### src/rtl/fetch_controller.sv
// Purpose : walks the PC through instruction fetch, one request outstanding, holds each word for decode.
// Latency : first request 1 cycle after reset release; 3 cycles per instruction minimum (grant, rvalid, accept).
// Backpres: decode stall (inst_ready=0) freezes the held instruction and blocks the next request;
//           grant stall holds imem_req/imem_addr.
// Ports   : clk/reset (sync, active-high); redirect_valid/redirect_pc load a new fetch PC and flush;
//           imem_req/imem_addr/imem_gnt/imem_rvalid/imem_rdata form the memory port;
//           inst_valid/inst/inst_pc/inst_ready form the decode handshake; pc is the fetch PC register.
module fetch_controller #(
    parameter int              XLEN     = 32,
    parameter logic [XLEN-1:0] RESET_PC = '0,
    parameter logic [XLEN-1:0] PC_STEP  = XLEN'(1)
) (
    input  logic            clk,
    input  logic            reset,
    input  logic            redirect_valid,
    input  logic [XLEN-1:0] redirect_pc,
    output logic            imem_req,
    output logic [XLEN-1:0] imem_addr,
    input  logic            imem_gnt,
    input  logic            imem_rvalid,
    input  logic [XLEN-1:0] imem_rdata,
    output logic            inst_valid,
    output logic [XLEN-1:0] inst,
    output logic [XLEN-1:0] inst_pc,
    input  logic            inst_ready,
    output logic [XLEN-1:0] pc
);

    typedef enum logic [2:0] {
        BOOT  = 3'd0,
        REQ   = 3'd1,
        WAIT  = 3'd2,
        HOLD  = 3'd3,
        DRAIN = 3'd4
    } state_t;

    state_t          state, state_nxt;
    logic [XLEN-1:0] pc_nxt;
    logic [XLEN-1:0] inst_nxt;
    logic [XLEN-1:0] inst_pc_nxt;
    logic            inst_valid_nxt;

    always_ff @(posedge clk) begin
        if (reset) begin
            state      <= BOOT;
            pc         <= RESET_PC;
            inst       <= '0;
            inst_pc    <= '0;
            inst_valid <= 1'b0;
        end else begin
            state      <= state_nxt;
            pc         <= pc_nxt;
            inst       <= inst_nxt;
            inst_pc    <= inst_pc_nxt;
            inst_valid <= inst_valid_nxt;
        end
    end

    always_comb begin
        state_nxt      = state;
        pc_nxt         = pc;
        inst_nxt       = inst;
        inst_pc_nxt    = inst_pc;
        inst_valid_nxt = inst_valid;

        case (state)
            // Redirects are ignored here so reset sequencing always reaches REQ at RESET_PC.
            BOOT: begin
                state_nxt = REQ;
            end

            REQ: begin
                if (redirect_valid) begin
                    pc_nxt         = redirect_pc;
                    inst_valid_nxt = 1'b0;
                    // A request granted in the same cycle is already in flight; its
                    // response must be swallowed before the new address is issued.
                    state_nxt      = imem_gnt ? DRAIN : REQ;
                end else if (imem_gnt) begin
                    state_nxt = WAIT;
                end
            end

            WAIT: begin
                if (redirect_valid) begin
                    pc_nxt         = redirect_pc;
                    inst_valid_nxt = 1'b0;
                    // Response arriving with the redirect completes the transfer, so
                    // nothing is left to drain.
                    state_nxt      = imem_rvalid ? REQ : DRAIN;
                end else if (imem_rvalid) begin
                    inst_nxt       = imem_rdata;
                    inst_pc_nxt    = pc;
                    inst_valid_nxt = 1'b1;
                    pc_nxt         = pc + PC_STEP;
                    state_nxt      = HOLD;
                end
            end

            HOLD: begin
                // A redirect wins over a coincident accept: the held word is dropped
                // without completing the handshake.
                if (redirect_valid) begin
                    pc_nxt         = redirect_pc;
                    inst_valid_nxt = 1'b0;
                    state_nxt      = REQ;
                end else if (inst_ready) begin
                    inst_valid_nxt = 1'b0;
                    state_nxt      = REQ;
                end
            end

            DRAIN: begin
                if (redirect_valid) begin
                    pc_nxt         = redirect_pc;
                    inst_valid_nxt = 1'b0;
                end
                if (imem_rvalid) begin
                    state_nxt = REQ;
                end
            end

            default: begin
                state_nxt = BOOT;
            end
        endcase
    end

    assign imem_req  = (state == REQ);
    assign imem_addr = pc;

endmodule

### config.mk
export PLATFORM = sky130hd
export DESIGN_NAME = fetch_controller
export DESIGN_NICKNAME = d
export VERILOG_FILES = /design/src/rtl/fetch_controller.sv
export SDC_FILE = /design/constraint.sdc
export NUM_CORES = 1
export LEC_CHECK = 0
export ABC_AREA = 1
export CORE_MARGIN = 5
export CORE_UTILIZATION = 40
export CTS_BUF_LIST = sky130_fd_sc_hd__clkbuf_8 sky130_fd_sc_hd__clkbuf_16
export DETAILED_ROUTE_END_ITERATION = 7
export HOLD_SLACK_MARGIN = 0.03
export PLACE_DENSITY = 0.77
export SYNTH_ARGS = -nofsm -noshare
export SYNTH_HDL_FRONTEND = slang
export SYNTH_SLANG_ARGS = --single-unit
### constraint.sdc
create_clock -name clk -period 1.5 [get_ports clk]
set_input_delay 0.45 -clock clk [delete_from_list [all_inputs] [get_ports clk]]
set_output_delay 0.45 -clock clk [all_outputs]
set_load 0.02 [all_outputs]
* Word-level counts from Yosys, hierarchy flattened
Index checks and enable logic that the tools add are counted.
** Word-level totals
- Bits of input ports :: 70
- Output and inout bits :: 130
- Word-level logic and storage cells :: 46
- Flip-flop bits (word level) :: 100
** Cells by class
- Reductions and logical operators :: 9
- Bitwise operators :: 1
- Mux-type cells :: 20
- Equality and inequality tests :: 10
- Add/sub/neg operators :: 1
** Operators by type and width (count)
- 32-bit two-way mux :: 3
- 32-bit one-hot mux with 2 select lines :: 1
- 32-bit by 1-bit adder with 32-bit output (second input constant) :: 1
- 3-bit two-way mux :: 9
- 3-bit one-hot mux with 5 select lines :: 1
- 4-bit AND reduction :: 2
- 3-bit by 2-bit == test with 1-bit output (second input constant) :: 2
- 3-bit != test (second input constant) :: 2
- 3-bit AND reduction :: 2
- 1-bit two-way mux :: 5
- 2-bit by 1-bit != test with 1-bit output (second input constant) :: 2
- 3-bit by 1-bit == test with 1-bit output (second input constant) :: 1
- 3-bit == test (second input constant) :: 1
- 3-bit logical NOT :: 1
- 3-bit by 2-bit != test with 1-bit output (second input constant) :: 1
- 1-bit one-hot mux with 3 select lines :: 1
- 3-bit nonzero test :: 1
- 3-bit OR reduction :: 1
- 2-bit != test (second input constant) :: 1
- 2-bit nonzero test :: 1
- 2-bit OR reduction :: 1
- 1-bit NOT :: 1

* Logic depth before layout (Yosys ltp)
Gate-level depths: netlist of the first run.
- Depth in word-level cells :: 4
- Depth in mapped cells :: 11

* Worst setup path before layout of the first run
OpenSTA, ideal clock, no wires.
- Kind :: reg-to-reg
- From :: reg pc[0], in the netlist imem_addr[0]
- To :: reg pc[18], in the netlist imem_addr[18]
- Buffers on the path :: 0
- Arrival time :: 1.546 ns
- Library setup time :: 0.142 ns
- Path slack :: -0.188 ns
- Clock period less this slack :: 1.688 ns
- Stages on the path, launching flop included :: 11
- Cell sequence :: dfxtp_1 -> ha_1 -> inv_1 -> nor2_1 -> nand2_1 -> nor2_1 -> nand3_1 -> nand2_1 -> nand2_1 -> nand2_1 -> a21oi_2
** On the way
- Cells in the longest elaborated chain, start to end :: 4
** RTL lines
- from (decl) :: RTL line 26 : output logic [XLEN-1:0] pc
- from (signal assigned) :: RTL line 52 : pc <= pc_nxt;
- 32-bit by 1-bit adder with 32-bit output :: RTL line 95 : pc_nxt = pc + PC_STEP;
- 32-bit two-way mux :: RTL line 91 : end else if (imem_rvalid) begin
- 32-bit two-way mux :: RTL line 85 : if (redirect_valid) begin
- 32-bit one-hot mux with 2 select lines :: RTL line 66 : case (state)
Every way passes these cells. The select of a mux whose other input is x is not followed.
A chain may end at the register's enable or synchronous reset.

* Worst setup path after layout of the first run
- From :: reg state[2]
- To :: reg inst_pc[14]
** On the way
- Cells in the longest elaborated chain, start to end :: 2
** RTL lines
- from (decl) :: RTL line 37 : state_t state, state_nxt;
- from (signal assigned) :: RTL line 51 : state <= state_nxt;
- 3-bit by 2-bit == test with 1-bit output :: RTL line 66
- 3-bit AND reduction (no source line)
- to (signal assigned) :: RTL line 54 : inst_pc <= inst_pc_nxt;
- to (decl) :: RTL line 24 : output logic [XLEN-1:0] inst_pc,
Every way passes these cells.

==> results of run 1 <==
-- cells in the mapped netlist, types with 5 or more instances --
cell                       number
sky130_fd_sc_hd__nand2_1      169
sky130_fd_sc_hd__o21ai_0       81
sky130_fd_sc_hd__nand2_2       12
sky130_fd_sc_hd__clkbuf_1      16
sky130_fd_sc_hd__buf_2          9
sky130_fd_sc_hd__inv_1         67
sky130_fd_sc_hd__buf_4         36
sky130_fd_sc_hd__buf_6          5
sky130_fd_sc_hd__or2_2         10
sky130_fd_sc_hd__a21oi_1       48
sky130_fd_sc_hd__inv_2          9
sky130_fd_sc_hd__a21oi_2       10
sky130_fd_sc_hd__dfxtp_1      100
sky130_fd_sc_hd__nand3_1       49
sky130_fd_sc_hd__nor2_1       166
-- sequential cells by signal (all words and copies together) (netlist names) --
register and count:
imem_addr 32, inst 32, inst_pc 32, state 3, inst_valid 1
-- cells in the final DEF (no fill, tap or decap), types with 14 or more instances in the layout --
| cell type | netlist | routed |
|---|---|---|
| sky130_fd_sc_hd__dfxtp_2 | 0 | 14 |
| sky130_fd_sc_hd__buf_4 | 36 | 85 |
| sky130_fd_sc_hd__buf_2 | 9 | 19 |
| sky130_fd_sc_hd__o21ai_0 | 81 | 41 |
| sky130_fd_sc_hd__nand2_1 | 169 | 152 |
| sky130_fd_sc_hd__clkdlybuf4s15_1 | 0 | 42 |
| sky130_fd_sc_hd__nand2_2 | 12 | 17 |
| sky130_fd_sc_hd__a21oi_1 | 48 | 37 |
| sky130_fd_sc_hd__buf_6 | 5 | 14 |
| sky130_fd_sc_hd__o21ai_1 | 1 | 27 |
| sky130_fd_sc_hd__dfxtp_1 | 100 | 79 |
| sky130_fd_sc_hd__nand3_1 | 49 | 43 |
| sky130_fd_sc_hd__clkbuf_2 | 0 | 29 |
| sky130_fd_sc_hd__nor2_2 | 1 | 51 |
| sky130_fd_sc_hd__dlygate4sd2_1 | 0 | 18 |
| sky130_fd_sc_hd__nor2_1 | 166 | 106 |
| sky130_fd_sc_hd__a21oi_2 | 10 | 21 |
| sky130_fd_sc_hd__inv_1 | 67 | 67 |
| sky130_fd_sc_hd__clkdlybuf4s15_2 | 0 | 21 |
| sky130_fd_sc_hd__clkdlybuf4s50_1 | 0 | 68 |
-- where the power goes --
group,total [mW],internal (mW),switching [mW]
Sequential,3.15,2.90,0.247
Clock,2.18,1.11,1.07
Combinational,3.79,1.72,2.06
-- kinds of logic (layout without fill, tap and decap cells) --
group           Yosys count  in the layout  share of synthesized area (%)
compound gates          143            143                           14.3
fa+ha+maj                 1              1                          0.235
xor+xnor                  5              5                          0.823
buf+inv                 144            417                           13.8
flops                   100            100                           37.6
simple gates            422            422                           33.2
-- how the worst max path moves through the flow --
stage                        start             to  slack, ns  depth (start not counted)
CTS                       state[0]  imem_addr[10]      -0.20                         11
finish                    state[2]    inst_pc[14]      -0.12                         12
global placement    redirect_valid  imem_addr[17]      -0.44                          8
floorplan                 state[2]       state[0]      0.001                          8
global route              state[2]  imem_addr[10]      -0.21                         12
detailed placement  redirect_valid    inst_pc[23]      -0.50                          7
-- what timing repair did --
item / 4_1_cts / 5_1_grt
setup endpoints to repair: 229 / 174
resized for setup: 384 / 209
hold endpoints to repair: 0 / 0
buffers inserted: 18 / 9
pin swaps: 12 / 16
cloned: 17 / 1
-- layout make-up --
| class | count | area, um^2 | share of cell area (%) |
|---|---|---|---|
| well taps | 176 | 220 | 2.41 |
| repair inverters | 1 | 16.3 | 0.178 |
| inverters | 76 | 323 | 3.54 |
| clock buffers | 9 | 225 | 2.47 |
| flip-flops and latches | 100 | 2050 | 22.4 |
| multi-input cells | 571 | 3080 | 33.7 |
| repair buffers | 324 | 3180 | 34.9 |
| clock inverters | 7 | 37.5 | 0.411 |
-- through the flow --
stage	instances	hold WS (ns)	setup slack [ns]	setup TNS [ns]	total power, mW
2_1_floorplan	815	0.526	0.00122	0	4.92
3_3_place_gp	1208	0.487	-0.439	-40.24	6.25
3_5_place_dp	1208	0.497	-0.498	-45.10	6.28
4_1_cts	1259	0.495	-0.200	-7.09	8.89
5_1_grt	1264	0.534	-0.211	-12.49	9.49
6_report	1264	0.500	-0.124	-4.51	9.11
-- worst max-delay path, delay by kind of cell (launching register included) --
| family | cells | cell delay, ns |
|---|---|---|
| flip-flops | 1 | 0.34 |
| AO/OA/AOI/OAI | 2 | 0.23 |
| buffers and inverters | 7 | 0.75 |
| AND/OR/NAND/NOR | 3 | 0.20 |
-- metal layers --
metal / share of wire [%] / vias to the layer above / GRT usage [%] / wire length (um)
met5: 0 / - / 0 / 0
met4: 3.5 / 0 / 9.82 / 743
met3: 8.8 / 60 / 7.08 / 1870
met2: 48 / 320 / 43.7 / 10200
met1: 39 / 2937 / 30.9 / 8280
li1: - / 3084 / - / -
==> run summary, run 1 <==
wire length per cell - 16.7 um
Leakage - 3.97 nW
Worst Hold Endpoint - inst[2]
Post-Route Skew - 0.00640 ns
area of all placed cells without fillers - 0.00913 mm^2
wire length reported by the detailed router - 21.1 mm
YS warnings - 0
detailed-route DRC error count - 0
Num Clock Sinks - 100
global-route congestion overflow total - 0
Post-DRT Antenna Nets - 0
ant diodes - 0
largest net degree at the start of global routing - 53
area of the placeable core - 0.0131 mm^2
status - complete, but fails checks
synthesized netlist net count - 886
Nets - 1154
arrival time reported for the critical path endpoint - 1.86 ns
hold wc startpoint - inst[2]
class of the tightest hold or removal check - reg2reg
flip-flop and latch count after synthesis - 100
fraction of post-synthesis cell area in the top cell type by area - 37.6%
Max Cap Violations - 0
unrepaired setup endpoints after global routing - true
per-cell via count in the routed design - 5.06
power density relative to cell area - 998 mW/mm^2
length of the first detailed-routing pass in iterations - 6
reg2reg path depth - 12
pins over their slew limit - 0
Clk Latency, worst-skew pair - 0.35 ns
count of final setup violators - 77
die area - 0.0157 mm^2
final worst setup slack - -0.124 ns
type of destination of the critical path - register
Clock transition at path regs - 0.07 ns
cells along the critical path - inv_2, buf_4, nand3_4, inv_4, nand2_4, nor2_4, buf_12, buf_6, buf_8, buf_16, o21ai_1, a21oi_1
start of the worst register-to-register path - state[2]
time the final worst path needs with I/O delays and setup - 1.62 ns
Die Y-Extent - 125 um
library cell occupying the most area in the post-synthesis netlist - sky130_fd_sc_hd__dfxtp_1
number of flops mapped to enable cells by yosys - 0
# rows - 42
count of H-tree levels built during CTS - 3
final weighted congestion of routability-driven global placement - 0.948
fraction of the core area covered by cells at the end of the flow - 69.5%
data required time of the worst path - 1.74 ns
via count - 6401
violations in the final reports - negative setup slack
growth of design area from synthesis to finish - 71.5%
Top Ports - 200
TritonCTS clock tree - done
cell area after synthesis - 0.00532 mm^2
number of filler instances in the final layout - 1082
gate count of the mapped netlist - 815
most used flip-flop cell after synthesis - sky130_fd_sc_hd__dfxtp_1
endpoint of the most critical register-to-register path - inst_pc[14]
delay of the slowest cell on the worst path - 0.34 ns
area post-placement - 0.00782 mm^2
CTS hold repair buffers - 0
Worst Max-Slew Pin Slew - 0.468 ns
initial antenna violation count - 0
global-route wire length before repair - 32.6 mm
share of layout cells above drive strength 1 - 36.0%
maximum frequency from static timing analysis - 0.616 GHz
global-route usage over all layers - 25.7%
tightest slew margin relative to the limit - 68.8%
highest fanout seen on the critical path - 8
classification of the worst setup path - reg2reg
library cells used by synthesis - 32
setup slack of the most critical reg-to-reg path - -0.12 ns
mean instance size in the synthesized netlist - 6.53 um^2
IR Drop Worst-Case VDD - 771 uV
starting density of the core - 40.5%
number of port buffers - 199
CP Launch Type - register
Synth area leaders - sky130_fd_sc_hd__dfxtp_1, sky130_fd_sc_hd__nand2_1, sky130_fd_sc_hd__nor2_1
instance count along the most critical hold path - 2
maximum buffer depth of the clock tree - 2
vias in the first global route - 6201
number of DRC markers in iteration 0 - 402
share of synthesized area occupied by flip-flops and latches - 37.6%
library cell used as clock root buffer - sky130_fd_sc_hd__clkbuf_16
Final Hold Vio Count - 0
Max stage delay cell, worst path - sky130_fd_sc_hd__dfxtp_2
period utilisation layout - 108%
die extent in x - 125 um
clock buffers created by TritonCTS - 9
placed wire-length estimate - 13.5 mm
share of synthesized registers carrying an async set or reset - 0%
Power figures use the tool's default switching activity.
==> run 2: changes to the inputs <==
--- a/config.mk
+++ b/config.mk
@@ -10,4 +10,5 @@
 export CORE_UTILIZATION = 40
 export CTS_BUF_LIST = sky130_fd_sc_hd__clkbuf_8 sky130_fd_sc_hd__clkbuf_16
+export CTS_CLUSTER_SIZE = 20
 export DETAILED_ROUTE_END_ITERATION = 7
 export HOLD_SLACK_MARGIN = 0.03
==> constraint.sdc (replaced) <==
create_clock -name clk -period 1.5 [get_ports clk]
set_input_delay 0.45 -clock clk [delete_from_list [all_inputs] [get_ports clk]]
set_output_delay 0.45 -clock clk [all_outputs]
set_load 0.01 [all_outputs]
==> run summary, run 2 (synthesis results as in run 1) <==
wire length per cell - 18.4 um (was 16.7 um)
Nets - 1144 (was 1154)
power density relative to cell area - 1020 mW/mm^2 (was 998 mW/mm^2)
time the final worst path needs with I/O delays and setup - 1.63 ns (was 1.62 ns)
Worst path most repeated cell - sky130_fd_sc_hd__buf_6
unrepaired setup endpoints after global routing - true (unchanged)
Final Hold Vio Count - 0 (unchanged)
fraction of power consumed by the clock network - 26.9% (was 23.9%)
delay of the slowest cell on the worst path - 0.32 ns (was 0.34 ns)
Leakage - 4.21 nW (was 3.97 nW)
multi-input combinational cell area - 0.00323 mm^2 (was 0.00308 mm^2)
highest fanout seen on the critical path - 6 (was 8)
Sequential Area - 0.00206 mm^2 (was 0.00205 mm^2)
area post-placement - 0.00778 mm^2 (was 0.00782 mm^2)
CP Launch Type - register (unchanged)
arrival time reported for the critical path endpoint - 1.92 ns (was 1.86 ns)
Cells after DPL - 1204 (was 1208)
Reg power frac - 33.5% (was 34.5%)
starting density of the core - 40.5% (unchanged)
data required time of the worst path - 1.79 ns (was 1.74 ns)
combinational cell fraction of total power - 39.6% (was 41.5%)
cells along the critical path - inv_2, buf_6, nand3_4, inv_4, buf_6, nand2_4, nor2_4, buf_12, clkbuf_16, o21ai_0, nor2_1 (was inv_2, buf_4, nand3_4, inv_4, nand2_4, nor2_4, buf_12, buf_6, buf_8, buf_16, o21ai_1, a21oi_1)
IR Drop Worst-Case VDD - 845 uV (was 771 uV)
most frequent cells in the layout - sky130_fd_sc_hd__nand2_1, sky130_fd_sc_hd__dlygate4sd2_1, sky130_fd_sc_hd__nor2_1 (was sky130_fd_sc_hd__nand2_1, sky130_fd_sc_hd__nor2_1, sky130_fd_sc_hd__buf_4)
maximum frequency from static timing analysis - 0.613 GHz (was 0.616 GHz)
maximum buffer depth of the clock tree - 2 (unchanged)
Sw Pwr - 3.27 mW (was 3.38 mW)
global-route usage over all layers - 25.6% (was 25.7%)
growth of design area from synthesis to finish - 75.0% (was 71.5%)
Num Clock Sinks - 100 (unchanged)
fraction of the core area covered by cells at the end of the flow - 70.9% (was 69.5%)
Post-Route Skew - 0.0133 ns (was 0.00640 ns)
placed wire-length estimate - 14.0 mm (was 13.5 mm)
type of destination of the critical path - register (unchanged)
setup TNS after final layout - -4.23 ns (was -4.51 ns)
die area - 0.0157 mm^2 (unchanged)
Cell Count, Final, Fillers Out - 1253 (was 1264)
Clk Latency, worst-skew pair - 0.36 ns (was 0.35 ns)
violations in the final reports - negative setup slack (unchanged)
Top Ports - 200 (unchanged)
pins over their slew limit - 0 (unchanged)
vias in the first global route - 6246 (was 6201)
TritonCTS clock tree - done (unchanged)
number of filler instances in the final layout - 1037 (was 1082)
final weighted congestion of routability-driven global placement - 0.968 (was 0.948)
Clock transition at path regs - 0.07 ns (about the same)
number of DRC markers in iteration 0 - 619 (was 402)
area of the placeable core - 0.0131 mm^2 (unchanged)
area of all placed cells without fillers - 0.00932 mm^2 (was 0.00913 mm^2)
period utilisation layout - 109% (was 108%)
clock buffers created by TritonCTS - 9 (unchanged)
ant diodes - 0 (unchanged)
library cell used as clock root buffer - sky130_fd_sc_hd__clkbuf_16 (unchanged)
Max Cap Violations - 0 (unchanged)
tightest slew margin relative to the limit - 67.7% (was 68.8%)
length of the first detailed-routing pass in iterations - 6 (unchanged)
count of H-tree levels built during CTS - 3 (unchanged)
global-route congestion overflow total - 0 (unchanged)
detailed-route DRC error count - 0 (unchanged)
classification of the worst setup path - reg2reg (unchanged)
global-route wire length before repair - 32.4 mm (was 32.6 mm)
post-layout power - 9.46 mW (was 9.11 mW)
per-cell via count in the routed design - 5.22 (was 5.06)
wire length reported by the detailed router - 23.1 mm (was 21.1 mm)
Hold Worst Slack - 0.501 ns (was 0.500 ns)
Max stage delay cell, worst path - sky130_fd_sc_hd__dfxtp_2 (unchanged)
via count - 6541 (was 6401)
largest net degree at the start of global routing - 43 (was 53)
number of port buffers - 199 (unchanged)
share of layout cells above drive strength 1 - 33.7% (was 36.0%)
Post-DRT Antenna Nets - 0 (unchanged)
class of the tightest hold or removal check - reg2reg (unchanged)
final worst setup slack - -0.132 ns (was -0.124 ns)
initial antenna violation count - 0 (unchanged)
Die Y-Extent - 125 um (unchanged)
count of final setup violators - 95 (was 77)
most common cell after layout, fill and taps aside - sky130_fd_sc_hd__nand2_1 (unchanged)
net switching fraction of the power - 34.6% (was 37.1%)
# rows - 42 (unchanged)
internal portion of total power - 6.18 mW (was 5.73 mW)
die extent in x - 125 um (unchanged)
status - complete, but fails checks (unchanged)
Worst Max-Slew Pin Slew - 0.484 ns (was 0.468 ns)
Placement Setup Slack - -0.504 ns (was -0.498 ns)
-- run 2: changes by cell type in the layout (fill, tap and decap cells not counted), sizes merged, moves of 2 or more --
cell | previous run | this run
dlygate4sd2 | 18 | 99
clkinv | 3 | 1
clkbuf | 39 | 16
clkdlybuf4s15 | 63 | 12
bufinv | 0 | 2
buf | 144 | 130
-- run 2: what timing repair did --
item,4_1_cts,5_1_grt
hold buffers,0,0
endpoints found under the setup margin,229,115
gates resized for setup,364,146
setup buffers,16,2
gates cloned,13,6
pin swaps,25,59
-- run 2: worst paths after layout --
| check | startpoint | to | slack [ns] | depth (start not counted) |
|---|---|---|---|---|
| max | state[2] | inst[4] | -0.13 | 11 |
| min | inst[12] | inst[12] | 0.50 | 2 |
| max reg2reg | state[2] | inst[4] | -0.13 | 11 |
| min reg2reg | inst[12] | inst[12] | 0.50 | 2 |
-- run 2: cell type report --
| class | count | area share [%] |
|---|---|---|
| Clock buffer | 9 | 2.42 |
| Clock inverter | 6 | 0.927 |
| Multi-Input combinational cell | 571 | 34.7 |
| Tap cell | 176 | 2.36 |
| Inverter | 76 | 3.36 |
| Timing Repair Buffer | 315 | 34.1 |
| Sequential cell | 100 | 22.1 |
-- run 2: power groups by stage --
stage,logic (mW),registers (mW),clock network [mW]
2_1_floorplan,1.38,3.27,0
3_3_place_gp,2.86,3.16,0
3_5_place_dp,2.89,3.16,0
4_1_cts,3.44,3.14,2.56
5_1_grt,3.96,3.20,2.66
6_report,3.74,3.17,2.55
-- run 2: metal layers --
metal	global-route usage (%)	wire length [um]	part of all wire, %	vias up
li1	-	-	-	3062
met1	28.6	8700	38	3043
met2	44.7	11300	49	357
met3	8.49	2090	9.1	79
met4	10.4	1010	4.4	0
met5	0	0	0	-
-- run 2: critical path: cells and delay by family (launching register included) --
| family | cells | cell delay [ns] |
|---|---|---|
| simple gates | 4 | 0.44 |
| compound gates | 1 | 0.12 |
| flops | 1 | 0.32 |
| buf+inv | 6 | 0.68 |
==> run 3: changes to the inputs <==
CORE_MARGIN = default   (was 5)
==> run summary, run 3 (synthesis results as in run 1) <==
clock buffers created by TritonCTS - 9 (unchanged)
data required time of the worst path - 1.74 ns (was 1.79 ns)
share of layout cells above drive strength 1 - 31.7% (was 33.7%)
IR Drop Worst-Case VDD - 653 uV (was 845 uV)
combinational cell fraction of total power - 37.3% (was 39.6%)
wire length reported by the detailed router - 20.7 mm (was 23.1 mm)
start of the worst register-to-register path - state[0] (was state[2])
library cell used as clock root buffer - sky130_fd_sc_hd__clkbuf_16 (unchanged)
Placement Setup Slack - -0.491 ns (was -0.504 ns)
class of the tightest hold or removal check - reg2reg (unchanged)
die extent in x - 117 um (was 125 um)
ant diodes - 0 (unchanged)
maximum frequency from static timing analysis - 0.592 GHz (was 0.613 GHz)
Post-Route Skew - 0.00771 ns (was 0.0133 ns)
final worst setup slack - -0.189 ns (was -0.132 ns)
power density relative to cell area - 1010 mW/mm^2 (was 1020 mW/mm^2)
highest fanout seen on the critical path - 16 (was 6)
Reg power frac - 34.5% (was 33.5%)
area of the placeable core - 0.0128 mm^2 (was 0.0131 mm^2)
largest net degree at the start of global routing - 41 (was 43)
Nets - 1156 (was 1144)
Clock transition at path regs - 0.07 ns (about the same)
fraction of power consumed by the clock network - 28.2% (was 26.9%)
setup slack of the most critical reg-to-reg path - -0.19 ns (was -0.13 ns)
Sw Pwr - 3.07 mW (was 3.27 mW)
maximum buffer depth of the clock tree - 2 (unchanged)
arrival time reported for the critical path endpoint - 1.93 ns (was 1.92 ns)
count of final setup violators - 87 (was 95)
Max Cap Violations - 0 (unchanged)
length of the first detailed-routing pass in iterations - 5 (was 6)
instance count along the most critical hold path - 2 (unchanged)
die area - 0.0138 mm^2 (was 0.0157 mm^2)
tightest slew margin relative to the limit - 75.5% (was 67.7%)
type of destination of the critical path - register (unchanged)
global-route wire length before repair - 30.3 mm (was 32.4 mm)
violations in the final reports - negative setup slack (unchanged)
Top Ports - 200 (unchanged)
Worst Max-Slew Pin Slew - 0.363 ns (was 0.484 ns)
Post-DRT Antenna Nets - 0 (unchanged)
pins over their slew limit - 0 (unchanged)
setup TNS after final layout - -5.57 ns (was -4.23 ns)
internal portion of total power - 6.08 mW (was 6.18 mW)
start point of the critical path - state[0] (was state[2])
per-cell via count in the routed design - 5.12 (was 5.22)
area post-placement - 0.00789 mm^2 (was 0.00778 mm^2)
number of port buffers - 199 (unchanged)
Die Y-Extent - 117 um (was 125 um)
Leakage - 4.29 nW (was 4.21 nW)
Clk Latency, worst-skew pair - 0.35 ns (was 0.36 ns)
net switching fraction of the power - 33.6% (was 34.6%)
wire length per cell - 16.4 um (was 18.4 um)
endpoint of the most critical register-to-register path - imem_addr[15] (was inst[4])
global-route congestion overflow total - 0 (unchanged)
# rows - 41 (was 42)
reg2reg path depth - 12 (was 11)
status - complete, but fails checks (unchanged)
global-route usage over all layers - 27.7% (was 25.6%)
starting density of the core - 41.7% (was 40.5%)
CP Launch Type - register (unchanged)
number of DRC markers in iteration 0 - 543 (was 619)
final weighted congestion of routability-driven global placement - 0.959 (was 0.968)
detailed-route DRC error count - 0 (unchanged)
last element of the critical path - imem_addr[15] (was inst[4])
count of H-tree levels built during CTS - 3 (unchanged)
TritonCTS clock tree - done (unchanged)
most frequent cells in the layout - sky130_fd_sc_hd__nand2_1, sky130_fd_sc_hd__nor2_1, sky130_fd_sc_hd__dlygate4sd2_1 (was sky130_fd_sc_hd__nand2_1, sky130_fd_sc_hd__dlygate4sd2_1, sky130_fd_sc_hd__nor2_1)
CTS hold repair buffers - 0 (unchanged)
vias in the first global route - 5838 (was 6246)
area of all placed cells without fillers - 0.00910 mm^2 (was 0.00932 mm^2)
time the final worst path needs with I/O delays and setup - 1.69 ns (was 1.63 ns)
classification of the worst setup path - reg2reg (unchanged)
unrepaired setup endpoints after global routing - true (unchanged)
initial antenna violation count - 0 (unchanged)
Hold Worst Slack - 0.498 ns (was 0.501 ns)
via count - 6457 (was 6541)
placed wire-length estimate - 12.8 mm (was 14.0 mm)
Final Hold Vio Count - 0 (unchanged)
period utilisation layout - 113% (was 109%)
growth of design area from synthesis to finish - 71.0% (was 75.0%)
Num Clock Sinks - 100 (unchanged)
most common cell after layout, fill and taps aside - sky130_fd_sc_hd__nand2_1 (unchanged)
run 3: changes by cell type in the layout (fill, tap and decap cells not counted), moves of 6 or more:
| cell | previous run | this run |
|---|---|---|
| sky130_fd_sc_hd__buf_12 | 8 | 15 |
| sky130_fd_sc_hd__buf_4 | 66 | 86 |
| sky130_fd_sc_hd__buf_6 | 22 | 13 |
| sky130_fd_sc_hd__clkdlybuf4s15_1 | 10 | 4 |
| sky130_fd_sc_hd__inv_1 | 66 | 59 |
| sky130_fd_sc_hd__inv_2 | 6 | 14 |
| sky130_fd_sc_hd__nand2_1 | 144 | 153 |
| sky130_fd_sc_hd__nand2_2 | 35 | 20 |
| sky130_fd_sc_hd__nor2_1 | 84 | 121 |
| sky130_fd_sc_hd__nor2_4 | 49 | 14 |
| sky130_fd_sc_hd__o21ai_0 | 53 | 63 |
| sky130_fd_sc_hd__o21ai_1 | 24 | 16 |
run 3: how the worst min path moves through the flow:
stage | from | to | slack (ns)
after floorplan | inst_valid | inst_valid | 0.51
after global placement | inst[9] | inst[9] | 0.49
after detailed placement | inst_valid | inst_valid | 0.48
after CTS | inst_valid | inst_valid | 0.49
after global routing | inst[11] | inst[11] | 0.52
final | inst_valid | inst_valid | 0.50
run 3: area by class of cell:
cell class              instances  area (um^2)
clock inverters                 7         97.6
repair buffers                327         3200
clock buffers                   9          225
multi-input cells             571         3000
inverters                      76          308
flip-flops and latches        100         2060
well taps                     172          215
fillers                      1003         3670
run 3: power by group through the flow:
stage,Combinational [mW],Sequential (mW),Clock (mW)
2_1_floorplan,1.38,3.27,0
3_3_place_gp,2.90,3.17,0
3_5_place_dp,2.93,3.17,0
4_1_cts,3.04,3.13,2.59
5_1_grt,3.66,3.18,2.69
6_report,3.41,3.15,2.58
run 3: timing repair:
item | CTS | global route
cloned | 11 | 7
pin swaps | 10 | 35
buffers inserted | 19 | 6
endpoints found under the setup margin | 229 | 118
gates resized for setup | 274 | 145
run 3: critical path: stages (launching register included):
cell                      delay [ns]
sky130_fd_sc_hd__dfxtp_4        0.36
sky130_fd_sc_hd__buf_6          0.12
sky130_fd_sc_hd__inv_6          0.06
sky130_fd_sc_hd__nand3_2        0.08
sky130_fd_sc_hd__inv_2          0.08
sky130_fd_sc_hd__buf_4          0.12
sky130_fd_sc_hd__nor2_4         0.04
sky130_fd_sc_hd__inv_2          0.09
sky130_fd_sc_hd__nand2_8        0.11
sky130_fd_sc_hd__buf_12         0.19
sky130_fd_sc_hd__buf_4          0.14
sky130_fd_sc_hd__a21oi_2        0.11
sky130_fd_sc_hd__nor2_1         0.06
run 3: metal layers:
metal	global-route usage (%)	vias to the layer above	wire length, um
met4	11.4	0	775
met5	0	-	0
met2	46.0	301	9860
met3	6.37	56	1660
met1	34.4	3001	8410
li1	-	3099	-
run 3: through the flow:
step           cells  util (%)  power, mW
2_1_floorplan    815         -       4.65
3_3_place_gp    1209      61.8       6.07
3_5_place_dp    1209      61.8       6.10
4_1_cts         1253      67.7       8.76
5_1_grt         1262      71.3       9.53
6_report        1262      71.3       9.15
